$ cat src/rtl/cpu_types_pkg.sv
`default_nettype none
// ============================================================================
// cpu_types_pkg : shared CPU datapath types (word, RAM handshake, arbiter FSM)
// Revision      : 1.0
// ============================================================================
package cpu_types_pkg;

    typedef logic [31:0] word_t;

    typedef enum logic [1:0] {
        FREE   = 2'd0,
        BUSY   = 2'd1,
        ACCESS = 2'd2,
        ERROR  = 2'd3
    } ramstate_t;

    typedef enum logic [1:0] {
        IDLE = 2'd0,
        DOWN = 2'd1,
        IOWN = 2'd2
    } arb_state_t;

endpackage
`default_nettype wire

$ cat src/rtl/mem_arbiter.sv
`default_nettype none
// ============================================================================
// mem_arbiter : beat-locked dcache/icache arbiter onto a single-ported RAM.
//               MEM_ARB_FAIR_EN adds an icache starvation limit.
// Revision    : 1.0
// ============================================================================
module mem_arbiter
    import cpu_types_pkg::*;
#(
    parameter int WORD_W     = $bits(word_t),
    parameter int STARVE_MAX = 4
) (
    input  logic              CLK,
    input  logic              nRST,
    input  logic              dREN,
    input  logic              dWEN,
    input  logic [WORD_W-1:0] daddr,
    input  logic [WORD_W-1:0] dstore,
    output logic              dwait,
    output logic [WORD_W-1:0] dload,
    input  logic              iREN,
    input  logic [WORD_W-1:0] iaddr,
    output logic              iwait,
    output logic [WORD_W-1:0] iload,
    output logic              ramREN,
    output logic              ramWEN,
    output logic [WORD_W-1:0] ramaddr,
    output logic [WORD_W-1:0] ramstore,
    input  logic [WORD_W-1:0] ramload,
    input  logic [1:0]        ramstate
);

    localparam int CNT_W = $clog2(STARVE_MAX + 1);

    arb_state_t         state;
    arb_state_t         next_state;
    logic               dreq;
    logic               beat_done;
    logic               d_sel;
    logic               i_sel;
    logic               fair_force;
    logic [CNT_W-1:0]   starve_cnt;

    assign dreq      = dREN | dWEN;
    assign beat_done = (ramstate == ACCESS);
    assign dload     = ramload;
    assign iload     = ramload;

    always_ff @(posedge CLK or negedge nRST) begin
        if (!nRST) begin
            state <= IDLE;
        end else begin
            state <= next_state;
        end
    end

    always_comb begin
        next_state = IDLE;
        d_sel      = 1'b0;
        i_sel      = 1'b0;
        ramREN     = 1'b0;
        ramWEN     = 1'b0;
        ramaddr    = '0;
        ramstore   = '0;
        dwait      = 1'b1;
        iwait      = 1'b1;

        // Owner selection; only IDLE arbitrates, the owned states are locked.
        case (state)
            IDLE: begin
                if (fair_force && iREN) begin
                    i_sel = 1'b1;
                end else if (dreq) begin
                    d_sel = 1'b1;
                end else if (iREN) begin
                    i_sel = 1'b1;
                end
            end
            DOWN:    d_sel = dreq;
            IOWN:    i_sel = iREN;
            default: ;
        endcase

        if (d_sel) begin
            ramWEN     = dWEN;
            ramREN     = dREN & ~dWEN;
            ramaddr    = daddr;
            ramstore   = dstore;
            dwait      = ~beat_done;
            next_state = beat_done ? IDLE : DOWN;
        end else if (i_sel) begin
            ramREN     = iREN;
            ramaddr    = iaddr;
            iwait      = ~beat_done;
            next_state = beat_done ? IDLE : IOWN;
        end
    end

`ifdef MEM_ARB_FAIR_EN
    // Counts dcache beats completed while the icache is kept waiting.
    always_ff @(posedge CLK or negedge nRST) begin
        if (!nRST) begin
            starve_cnt <= '0;
        end else if (!iREN || (i_sel && beat_done)) begin
            starve_cnt <= '0;
        end else if (d_sel && beat_done && (starve_cnt != CNT_W'(STARVE_MAX))) begin
            starve_cnt <= starve_cnt + 1'b1;
        end
    end
`else
    assign starve_cnt = '0;
`endif

    assign fair_force = (starve_cnt == CNT_W'(STARVE_MAX));

endmodule
`default_nettype wire

$ cat config.mk
export PLATFORM = sky130hd
export DESIGN_NAME = mem_arbiter
export DESIGN_NICKNAME = d
export VERILOG_FILES = /design/src/rtl/cpu_types_pkg.sv /design/src/rtl/mem_arbiter.sv
export SDC_FILE = /design/constraint.sdc
export NUM_CORES = 1
export LEC_CHECK = 0
export ABC_AREA = 1
export BUFFER_PORTS_ARGS = -buffer_cell sky130_fd_sc_hd__buf_2
export CAP_MARGIN = 20
export CORE_AREA = 2 2 102 104
export CTS_BUF_LIST = sky130_fd_sc_hd__clkbuf_16
export DETAILED_ROUTE_END_ITERATION = 6
export DIE_AREA = 0 0 104 106
export GPL_TIMING_DRIVEN = 0
export HOLD_SLACK_MARGIN = 0.06
export SLEW_MARGIN = 25
export SYNTH_ARGS = -nofsm -noshare
export SYNTH_HDL_FRONTEND = slang
export SYNTH_SLANG_ARGS = --single-unit
$ cat constraint.sdc
create_clock -name CLK -period 2 [get_ports CLK]
set_clock_uncertainty 0.1 [all_clocks]
set_input_delay 0.1 -clock CLK [delete_from_list [all_inputs] [get_ports CLK]]
set_output_delay 0.1 -clock CLK [all_outputs]
set_load 0.1 [all_outputs]
==> impl_metrics.json <==
{
  "antenna_found_initial": 0,
  "power_density_mw_per_mm2": 780,
  "crit_slowest_cell": "buf_2",
  "grt_pass1_wl_um": 9490,
  "yosys_warnings": 0,
  "grt_overflow": 0,
  "via_per_inst": 3.58,
  "nets": 631,
  "cp.required_ns": 1.80,
  "routed_wirelength_um": 6350,
  "fin_crit_sh": 0.951,
  "clock_path_buffers": 2,
  "place_inst": 626,
  "synth_nets": 391,
  "port_buffers": 234,
  "crit_arrival_ns": 1.70,
  "dieArea_mm2": 0.0110,
  "seq_area_um2": 50.0,
  "met2WireLength_um": 3270,
  "synth-seq-cells": 2,
  "grt_pass1_vias": 2060,
  "wl_met1_um": 2300,
  "crit_path_start": "state[1]$_DFF_PN0_",
  "wl_met3_um": 744,
  "crit_chain": "inv_1, o21ai_2, buf_6, buf_6, nor2_1, buf_2",
  "status": "finished, final reports clean",
  "seq_area_frac_synth": 0.0374,
  "drt_iter0_drc": 48,
  "grt_max_degree": 11,
  "p_leak_nw": 1.94,
  "track_usage": 0.105,
  "multi_input_area_um2": 627,
  "num_io_pins": 267,
  "die_h_um": 106,
  "rsz0062_at_grt": "false",
  "tightest_slew_ns": 0.494,
  "crit_path_max_fanout": 10,
  "syn_inst": 256,
  "htreeDepth": 1,
  "syn_area_mm2": 0.00134,
  "critPathTopFamily": "buffers and inverters",
  "final_core_utilization": 0.288,
  "critPathLaunchType": "register",
  "crit_buf_inv": 4,
  "clk_pin_slew_ns": 0.03,
  "synth.avg_cell_area_um2": 5.23,
  "fin_cells": 630,
  "fin_ws_ns": 0.0971,
  "drv_cap": 0,
  "diodes": 0,
  "detail-route-antenna-nets": 0,
  "crit_top_cell": "buf_6",
  "max_flop_register": "state",
  "irDropWorstVdd_uv": 264,
  "firstDrtPassIters": 4,
  "final_layout_size_suffix_gt1_frac": 0.670,
  "die_w_um": 104,
  "power_mw": 2.25,
  "setup_viol": 0,
  "largestRegisters": "state x2",
  "core_region_area_mm2": 0.0100,
  "drc": 0,
  "largest_register_ffs": 2,
  "reg2reg_from": "state[1]$_DFF_PN0_",
  "cts_sinks": 2,
  "numCtsBuffers": 3,
  "placementRows": 37,
  "drv_slew": 0,
  "final_hold_viol_count": 0,
  "clock_tree.root_cell": "clkbuf_16",
  "min_from": "ramstate[0]",
  "syn_to_final_growth_pct": 115,
  "period_minus_slack_ns": 1.90,
  "hp-class": "in -> reg",
  "hpwlAfterDp_um": 5720,
  "clock.fmax_mhz": 526,
  "initial_utilization": 0.134,
  "routed.top_layer": "met4",
  "crit_type": "reg -> out",
  "cpPeakStageDelay_ns": 0.44,
  "maxSlewHeadroom": 0.673,
  "route.vias.total": 2254,
  "cts_tree": "yes",
  "avgRoutedWirePerCell_um": 10.1,
  "synth.distinct_cells": 11,
  "crit_path_end_kind": "output port",
  "post-place-ws_ns": 0.188,
  "insertion_delay_ns": 0.22,
  "n_fill_cell": 1160,
  "gp_congestion": 0.758
}
synthesized netlist by cell type:
cell type,count,area [um2]
buf_6,3,33.8
inv_1,36,135
nand2_1,67,251
nand3_1,34,170
nor2_2,1,6.26
nor2_4,1,11.3
buf_2,9,45.0
nor2_1,37,139
o21ai_2,1,8.76
buf_4,65,488
dfrtp_1,2,50.1
where the power goes:
part	internal (mW)	switching, mW
sequential	0.0433	0.00205
clock	0.254	0.0441
combinational	0.360	1.54
path summary, 6_finish.rpt:
path	endpoint	slack, ns	depth (start not counted)
setup / recovery	ramstore[20]	0.1	6
hold / removal	state[1]$_DFF_PN0_	0.07	3
setup reg to reg	state[1]$_DFF_PN0_	0.83	5
hold reg to reg	state[1]$_DFF_PN0_	0.49	3
max in group asynchronous	state[0]$_DFF_PN0_	1.56	2
min in group asynchronous	state[1]$_DFF_PN0_	0.15	2
metrics by stage:
stage | hold WS, ns | setup TNS [ns] | area, um2
after floorplan | -0.296 | -5.13 | 1370
after global placement | -0.213 | 0 | 2720
after detailed placement | -0.211 | 0 | 2720
after CTS | 0.0706 | 0 | 2830
after global routing | 0.106 | 0 | 2880
final | 0.0700 | 0 | 2880
tightest hold or removal path, delay by kind of cell:
| kind | cells | cell delay, ns |
|---|---|---|
| simple gates | 2 | 0.17 |
| buf+inv | 1 | 0.08 |
final cells by class:
type | instances | area share
buffer | 77 | 0.197
clock buffer | 3 | 0.0260
inverter | 36 | 0.0469
multi-input combinational | 141 | 0.217
sequential | 2 | 0.0174
tap | 136 | 0.0590
timing repair buffer | 235 | 0.437
layout by cell type, fill, tap and decap left out:
| cell type | instances |
|---|---|
| buf_6 | 3 |
| nor2_1 | 23 |
| inv_1 | 36 |
| dfrtp_1 | 2 |
| o21ai_2 | 1 |
| nand2_1 | 67 |
| buf_2 | 212 |
| clkbuf_16 | 3 |
| nor2_4 | 2 |
| clkbuf_4 | 20 |
| dlygate4sd3_1 | 1 |
| buf_4 | 76 |
| nor2_2 | 14 |
| nand3_1 | 34 |
what timing repair did:
item                                    in CTS  in global routing
endpoints found under the hold margin        2                  0
hold buffers                                 1                  0
buffers inserted                             0                  0
resized for setup                           11                 21
endpoints found under the setup margin      11                 24
layer usage:
metal	vias up	GRT usage
met5	-	0
met3	2	0.0307
li1	1169	-
met4	0	0.0174
met1	923	0.115
met2	160	0.203
kinds of logic after synthesis:
logic type | count (synthesis) | share of synthesized area
simple gates | 140 | 0.432
buf+inv | 113 | 0.524
compound gates | 1 | 0.00654
flops | 2 | 0.0374
(Power assumes the default switching activity.)
